[config.mk]
export PLATFORM = sky130hd
export DESIGN_NAME = rr_reg_arbiter
export DESIGN_NICKNAME = d
export VERILOG_FILES = /design/src/rtl/rr_reg_arb_pkg.sv /design/src/rtl/rr_pick.sv /design/src/rtl/rr_reg_arbiter.sv
export SDC_FILE = /design/constraint.sdc
export NUM_CORES = 1
export LEC_CHECK = 0
export ABC_AREA = 0
export ABC_CLOCK_PERIOD_IN_PS = 3600
export CAP_MARGIN = 5
export CORE_MARGIN = 5
export CORE_UTILIZATION = 48
export CTS_CLUSTER_DIAMETER = 120
export DETAILED_ROUTE_END_ITERATION = 12
export GPL_TIMING_DRIVEN = 0
export PLACE_DENSITY = 0.91
export SLEW_MARGIN = 10
export SYNTH_ARGS = -nofsm -noshare
export SYNTH_HDL_FRONTEND = slang
export SYNTH_SLANG_ARGS = --single-unit
[constraint.sdc]
create_clock -name clk -period 3.6 [get_ports clk]
set_input_delay 0.36 -clock clk [delete_from_list [all_inputs] [get_ports clk]]
set_output_delay 0.36 -clock clk [all_outputs]
set_load 0.1 [all_outputs]
[src/rtl/rr_reg_arb_pkg.sv]
// Shared types and width helpers for the round-robin register arbiter.
// Optional feature macro (used by rr_reg_arbiter): ARB_PRIORITY0_EN.
package rr_reg_arb_pkg;

    typedef enum logic {
        IDLE = 1'b0,
        HOLD = 1'b1
    } arb_state_e;

    // Pointer width is $clog2(n), kept at least 1 bit.
    function automatic int ptr_w(input int n);
        return (n < 2) ? 1 : $clog2(n);
    endfunction

    // Hold counter covers 0..h-1, kept at least 1 bit so h=0 still elaborates.
    function automatic int hold_w(input int h);
        return (h < 1) ? 1 : $clog2(h + 1);
    endfunction

endpackage

[src/rtl/rr_pick.sv]
// Combinational rotate-priority encoder: first set request at or after i_ptr, wrapping.
module rr_pick
    import rr_reg_arb_pkg::*;
#(
    parameter int  NUM_REQ = 4,
    localparam int PTR_W   = ptr_w(NUM_REQ)
) (
    input  logic [NUM_REQ-1:0] i_req,
    input  logic [PTR_W-1:0]   i_ptr,
    output logic [NUM_REQ-1:0] o_grant,
    output logic [PTR_W-1:0]   o_winner,
    output logic               o_any
);

    int w_idx;

    // Scan requesters starting at the pointer; the first hit wins.
    always_comb begin
        o_grant  = '0;
        o_winner = '0;
        o_any    = 1'b0;
        w_idx    = 0;
        for (int k = 0; k < NUM_REQ; k++) begin
            w_idx = (int'(i_ptr) + k >= NUM_REQ) ? int'(i_ptr) + k - NUM_REQ : int'(i_ptr) + k;
            if (!o_any && i_req[w_idx]) begin
                o_any          = 1'b1;
                o_grant[w_idx] = 1'b1;
                o_winner       = PTR_W'(w_idx);
            end else begin
                o_any = o_any;
            end
        end
    end

endmodule

[src/rtl/rr_reg_arbiter.sv]
// Round-robin write arbiter in front of a shared holding register, with a post-write hold gap.
// Define ARB_PRIORITY0_EN to make requester 0 strict-high-priority.
module rr_reg_arbiter
    import rr_reg_arb_pkg::*;
#(
    parameter int  NUM_REQ     = 4,
    parameter int  DATA_W      = 4,
    parameter int  HOLD_CYCLES = 2,
    localparam int PTR_W       = ptr_w(NUM_REQ)
) (
    input  logic                      clk,
    input  logic                      n_reset,
    input  logic [NUM_REQ-1:0]        req_valid,
    input  logic [NUM_REQ*DATA_W-1:0] req_data,
    output logic [NUM_REQ-1:0]        req_ready,
    output logic [DATA_W-1:0]         reg_q,
    output logic [PTR_W-1:0]          reg_owner,
    output logic                      reg_wr_pulse,
    output logic                      busy
);

    localparam int                HOLD_W    = hold_w(HOLD_CYCLES);
    localparam logic [HOLD_W-1:0] HOLD_INIT = (HOLD_CYCLES > 0) ? HOLD_W'(HOLD_CYCLES - 1) : '0;

    arb_state_e          r_state;
    arb_state_e          w_state_nxt;
    logic [HOLD_W-1:0]   r_hold_cnt;
    logic [HOLD_W-1:0]   w_hold_nxt;
    logic [PTR_W-1:0]    r_rr_ptr;
    logic [DATA_W-1:0]   r_q;
    logic [PTR_W-1:0]    r_owner;
    logic                r_pulse;

    logic [NUM_REQ-1:0]  w_pick_grant;
    logic [PTR_W-1:0]    w_pick_winner;
    logic                w_pick_any;
    logic [NUM_REQ-1:0]  w_grant;
    logic [PTR_W-1:0]    w_winner;
    logic                w_any;
    logic                w_prio;
    logic                w_xfer;
    logic [PTR_W-1:0]    w_ptr_nxt;
    logic [DATA_W-1:0]   w_win_data;

    rr_pick #(.NUM_REQ(NUM_REQ)) u_pick (
        .i_req    (req_valid),
        .i_ptr    (r_rr_ptr),
        .o_grant  (w_pick_grant),
        .o_winner (w_pick_winner),
        .o_any    (w_pick_any)
    );

    // Winner selection; the optional override pre-empts the round-robin pick for requester 0.
    always_comb begin
        w_grant  = w_pick_grant;
        w_winner = w_pick_winner;
        w_any    = w_pick_any;
        w_prio   = 1'b0;
`ifdef ARB_PRIORITY0_EN
        if (req_valid[0]) begin
            w_grant  = {{(NUM_REQ-1){1'b0}}, 1'b1};
            w_winner = '0;
            w_any    = 1'b1;
            w_prio   = 1'b1;
        end else begin
            w_prio   = 1'b0;
        end
`endif
    end

    // Mux the winning requester's data word out of the packed bus.
    always_comb begin
        w_win_data = '0;
        for (int i = 0; i < NUM_REQ; i++) begin
            if (w_grant[i]) begin
                w_win_data = req_data[i*DATA_W +: DATA_W];
            end else begin
                w_win_data = w_win_data;
            end
        end
    end

    assign w_xfer    = (r_state == IDLE) && w_any;
    assign w_ptr_nxt = (w_winner == PTR_W'(NUM_REQ - 1)) ? '0 : w_winner + PTR_W'(1);
    assign req_ready = (r_state == IDLE) ? w_grant : '0;

    // FSM state and hold counter registers.
    always_ff @(posedge clk or negedge n_reset) begin
        if (!n_reset) begin
            r_state    <= IDLE;
            r_hold_cnt <= '0;
        end else begin
            r_state    <= w_state_nxt;
            r_hold_cnt <= w_hold_nxt;
        end
    end

    // Next-state logic: a write opens a HOLD window that counts down to zero.
    always_comb begin
        w_state_nxt = r_state;
        w_hold_nxt  = r_hold_cnt;
        case (r_state)
            IDLE: begin
                if (w_xfer && (HOLD_CYCLES > 0)) begin
                    w_state_nxt = HOLD;
                    w_hold_nxt  = HOLD_INIT;
                end else begin
                    w_state_nxt = IDLE;
                end
            end
            HOLD: begin
                if (r_hold_cnt == '0) begin
                    w_state_nxt = IDLE;
                end else begin
                    w_hold_nxt  = r_hold_cnt - HOLD_W'(1);
                end
            end
            default: begin
                w_state_nxt = IDLE;
                w_hold_nxt  = '0;
            end
        endcase
    end

    // Shared register, owner, write strobe and rotation pointer.
    always_ff @(posedge clk or negedge n_reset) begin
        if (!n_reset) begin
            r_q      <= '0;
            r_owner  <= '0;
            r_pulse  <= 1'b0;
            r_rr_ptr <= '0;
        end else begin
            r_pulse <= w_xfer;
            if (w_xfer) begin
                r_q      <= w_win_data;
                r_owner  <= w_winner;
                r_rr_ptr <= w_prio ? r_rr_ptr : w_ptr_nxt;
            end else begin
                r_q      <= r_q;
                r_owner  <= r_owner;
                r_rr_ptr <= r_rr_ptr;
            end
        end
    end

    assign reg_q        = r_q;
    assign reg_owner    = r_owner;
    assign reg_wr_pulse = r_pulse;
    assign busy         = (r_state == HOLD);

endmodule
# After elaboration in Yosys (flattened, before gate mapping)
# Index checks and enable logic that the tools add are counted.
dict set report totals {
  elab_cells 95
  out_inout_bits 12
  reg_bits 12
}
dict set report op_classes {
  mux 48
  n_bitwise 4
  n_eq_ne 3
  n_reduce_logical 13
  addsub 9
  n_lt_le_gt_ge 12
}
# op count
set op_table {}
lappend op_table {{$ge 32x1->1 const B} 4}
lappend op_table {{$lt 32x4->1 const B} 4}
lappend op_table {{$mux 32} 4}
lappend op_table {{$ge 32x4->1 const B} 3}
lappend op_table {{$sub 32x4->32 const B} 3}
lappend op_table {{$mux 4} 9}
lappend op_table {{$mux 1} 18}
lappend op_table {{$mux 2} 7}
lappend op_table {{$or 4x4->4} 3}
lappend op_table {{$bmux 1 s2} 4}
lappend op_table {{$demux 1 s2} 4}
lappend op_table {{$logic_and 1x1->1} 8}
lappend op_table {{$add 2x2->3 const B} 2}
lappend op_table {{$ne 2x2->1 const B} 2}
lappend op_table {{$pmux 2 s2} 1}
lappend op_table {{$sub 2x3->4 const B} 1}
lappend op_table {{$add 2x1->3 const B} 1}
lappend op_table {{$ge 2x3->1 const B} 1}
lappend op_table {{$logic_not 1->1} 3}
lappend op_table {{$add 2x1->2 const B} 1}
lappend op_table {{$eq 2x2->1 const B} 1}
lappend op_table {{$logic_not 2->1} 1}
lappend op_table {{$pmux 1 s2} 1}
lappend op_table {{$reduce_and 2->1} 1}
lappend op_table {{2 further kinds} 2}

# Longest topological paths before layout
dict set report logic_depth {
  depth_word 19
  depth_mapped 10
}

# Hierarchy
# A second synthesis with hierarchy kept.
dict set report hier_totals {
  hier_cells 115
  hier_area_um2 1104.8
}
# mod cells_per_inst area_per_inst_um2 n_inst
set by_module_without_submodules {}
lappend by_module_without_submodules {rr_reg_arbiter 67 644.4 1}
lappend by_module_without_submodules {rr_pick 48 460.4 1}

# Worst setup path before layout
# OpenSTA, ideal clock, no wires.
dict set report synth_timing {
  path_type {register to output}
  start {reg r_rr_ptr[1]}
  end {out req_ready[0]}
  stages_incl_launch_ff 10
  n_path_buf 2
  required_time_ps 3240
  slack_ps -595
  t_arrival_ps 3835
  cell_sequence {dfrtp_1 clkbuf_1 inv_1 ha_1 mux4_2 buf_6 or3_1 a21oi_1 a2111o_2 nor2b_1}
}
dict set report synth_via {
  elab_chain_cells 16
}
# item line
set synth_lines {}
lappend synth_lines {{start, declared} rr_reg_arbiter.sv:29} ;# logic [PTR_W-1:0] r_rr_ptr;
lappend synth_lines {{start signal, assigned} rr_reg_arbiter.sv:137} ;# r_rr_ptr <= w_prio ? r_rr_ptr : w_ptr_nxt;
lappend synth_lines {{start signal, assigned} rr_reg_arbiter.sv:141} ;# r_rr_ptr <= r_rr_ptr;
lappend synth_lines {{parallel branches: the longest is 14 deep, another holds $sub 32x4->32} n/a}
lappend synth_lines {{$mux 4 (*)} rr_pick.sv:25} ;# if (!o_any && i_req[w_idx]) begin
lappend synth_lines {{$mux 4 (*)} rr_reg_arbiter.sv:85} ;# assign req_ready = (r_state == IDLE) ? w_grant : '0;
lappend synth_lines {{end, declared} rr_reg_arbiter.sv:15} ;# output logic [NUM_REQ-1:0] req_ready,
# Every way passes the cells marked *. The select of a mux whose other input is x is not followed.

# Final worst setup path
dict set report layout_timing {
  start {reg r_rr_ptr[0]}
  end {out req_ready[0]}
}
# Same word-level chain as after synthesis.

==> results.yml <==
synth:
  synth-compound-area-share: 0.288
  synth_top_flop_cell: "dfrtp_1"
  async_reset_ff_frac: 1.00
  yosys.area_share.xor_xnor: 0.00711
  number_of_enable_flip_flop_cells_after_synthesis: 0
  synth.top_cells.by_area: "dfrtp_1 (24%), ha_1 (8.1%), nand2_1 (6.1%), mux4_2 (5.5%), nor2_1 (3.7%)"
  post_synth_and_or_nand_nor_area_fraction: 0.218
  synth.mux.area_fraction: 0.0964
  postSynthAreaPerCell_um2: 8.68
  netlist.area_leader.share: 0.244
  synthesis.instances: 142
  synthAdderAreaFrac: 0.0812
  synthesis.area_um2: 1230
  synth_top_family_by_area: "compound AO/OA/AOI/OAI gates"
  synth_seq_area_share: 0.244
  syn-num-nets: 172
  synth_area_leader_cell: "dfrtp_1"
  synth.ff_latch_count: 12
  synthesis.yosys.warnings: 0
  yosysUniqueCellTypes: 44
clocking:
  cts_max_level: 1
  numClockSinks: 12
  cts.path.max_buffers: 2
  postCtsHoldBufs: 0
  numCtsBuffers: 3
  clkLatencyLatePin_ns: 0.26
  clk_pin_slew_ns: 0.07
  cts_tree: "built"
  cts_root_buf: "clkbuf_4"
die:
  top_level_port_count: 34
  die_outline_area_um2: 3680
  initial_core_util: 0.497
  die_h_um: 60.7
  floorplan.core_area_um2: 2480
  floorplan.die.width_um: 60.7
  placementRows: 18
sta:
  achievable-frequency_mhz: 290
  hold_viol_final: 0
  final.setup.worst_slack_ns: 0.146
  final_number_of_max_transition_violations: 0
  fin_hold_ws_ns: 0.426
  worst_slew_margin_rel: 0.334
  final.period_utilization: 0.959
  setup_viol_count_final: 0
  worst_tran_pin_value_ns: 0.996
  worst_clock_skew_ns: 0.00327
  fin_crit_ns: 3.45
  grt_setup_unrepaired: "no"
place:
  place.detailed.hpwl_um: 2590
  dp_slack_ns: -0.822
  place_congestion: 0.897
  port_buffers: 33
  dp.cells: 205
finish:
  ff_latch_area_um2: 303
  finish.net_count: 216
  fill_cells: 179
  multi_input_area_um2: 911
  final_cell_mix: "clkdlybuf4s50_1 (29), nand2_1 (20), dfrtp_1 (10)"
  layout_commonest_cell: "clkdlybuf4s50_1"
  finalCoreUtilization: 0.707
  final_cell_count_no_fill: 214
  n_antenna_cell: 0
  ratio_of_cells_with_drive_above_1_in_the_final_layout: 0.245
  layout-area-overhead-vs-synth_pct: 42.1
global_route:
  grt_pass1_vias: 1185
  number_of_antenna_violations_at_the_first_check_in_global_routing: 0
  overall_overflow_remaining_after_global_route: 0
  grtUsageTotal: 0.191
  grt_pass1_wl_um: 5500
  grt_max_degree: 13
setup_path:
  cp_data_required_time_ns: 3.24
  path_cells: "buf_4 > inv_1 > ha_4 > mux4_2 > buf_6 > or3_1 > a21oi_1 > a2111o_2 > nor2b_4 > buf_8"
  path_max_fanout: 10
  r2r-end: "reg_q[0]"
  ff2ff_path_depth: 11
  critical_path.startpoint_type: "register"
  worst_path_largest_cell_delay_ns: 0.52
  setup.worst_path.end_class: "primary output"
  path_class: "reg2out"
  arrival_ns: 3.09
  cp_delay_by_family_top: "buffers and inverters"
  r2r-start: "r_rr_ptr[0]"
  critical_path.slowest_cell: "mux4_2"
  regToRegSetupSlack_ns: 0.42
  worst-path-buf-inv: 4
routing:
  routed_via_density: 5.70
  drc: 0
  sum_of_routed_wire_length_over_all_layers_um: 3510
  detail_route.wl_per_cell_um: 16.4
  ant_nets: 0
  vias: 1220
  detail_route.iter0.violations: 69
  first_pass_iters: 4
outcome:
  outcome: "finished, final reports clean"
worst_hold_path:
  min-delay-path-class: "in2async"
job:
  maxCapViolCount: 0
## Yosys cell counts, types with 2 or more instances
master / number
nand2_2: 2
a21boi_0: 4
nor2b_1: 2
ha_1: 8
clkbuf_1: 2
nand2_1: 20
or3_1: 6
a2bb2oi_1: 4
inv_1: 8
dfrtp_1: 12
buf_2: 4
mux2i_1: 4
a21oi_2: 2
and2_1: 2
nor2_1: 12
mux4_2: 3
o31ai_1: 6
nand3b_1: 2
o21ai_0: 3
or3b_1: 2
a21oi_1: 6
and2_4: 2
a2111o_2: 2
a311oi_1: 4
## repair_timing
item,in CTS,in global routing
pin swaps,0,2
endpoints found under the setup margin,4,4
buffers inserted,0,7
gates resized for setup,34,5
## worst register-to-register path: stages, from the launching register on
cell       delay (ns)
dfrtp_2          0.43
buf_4            0.21
inv_1            0.14
ha_4             0.33
mux4_2           0.52
buf_6            0.16
nand2_1          0.09
a21oi_1          0.10
a2111oi_4        0.47
buf_4            0.22
nand2_2          0.07
o31ai_1          0.32
## area by class of cell
class / count / share of cell area
Buffer: 7 / 0.0257
Clock buffer: 3 / 0.0129
Inverter: 9 / 0.0193
Multi-Input combinational cell: 113 / 0.520
Sequential cell: 12 / 0.173
Tap cell: 30 / 0.0214
Timing Repair Buffer: 40 / 0.228
## per-layer routing
metal | global-route usage | vias to the layer above | share of wire
met1 | 0.251 | 581 | 0.45
li1 | - | 608 | -
met4 | 0.0279 | 0 | 0.0054
met3 | 0.0255 | 4 | 0.029
met5 | 0 | - | 0
met2 | 0.340 | 27 | 0.52
## per-stage QoR
step	setup TNS (ns)	cell area (µm²)
2_1_floorplan	0	1260
3_3_place_gp	-2.85	1630
3_5_place_dp	-3.21	1630
4_1_cts	0	1680
5_1_grt	0	1750
6_report	0	1750
## state kept, by name, indices dropped and copies added, names as in the netlist
register,flops
busy,1
r_hold_cnt,2
r_rr_ptr,2
reg_owner,2
reg_q,4
reg_wr_pulse,1
## logic make-up (layout without fill, tap and decap cells)
| family | after synthesis | count (layout) |
|---|---|---|
| buffers and inverters | 17 | 59 |
| AOI/OAI and AO/OA | 42 | 42 |
| and+or+nand+nor | 54 | 54 |
| DFF | 12 | 12 |
| xor gates and xnor gates | 1 | 1 |
| muxes | 8 | 8 |
| adders and majority gates | 8 | 8 |
## worst max path at each step
stage          slack, ns   startpoint  depth (start not counted)            to
6_report            0.15  r_rr_ptr[0]                         10  req_ready[0]
5_1_grt             0.01  r_rr_ptr[0]                         10  req_ready[0]
4_1_cts             0.04  r_rr_ptr[1]                         10  req_ready[3]
3_5_place_dp       -0.82  r_rr_ptr[1]                         10  req_ready[3]
3_3_place_gp       -0.73  r_rr_ptr[1]                         10  req_ready[3]
2_1_floorplan       0.24  r_rr_ptr[1]                          9  req_ready[0]
Power is not shown: default switching activity piles up to over one toggle a cycle in this logic, so the estimate is an artifact.
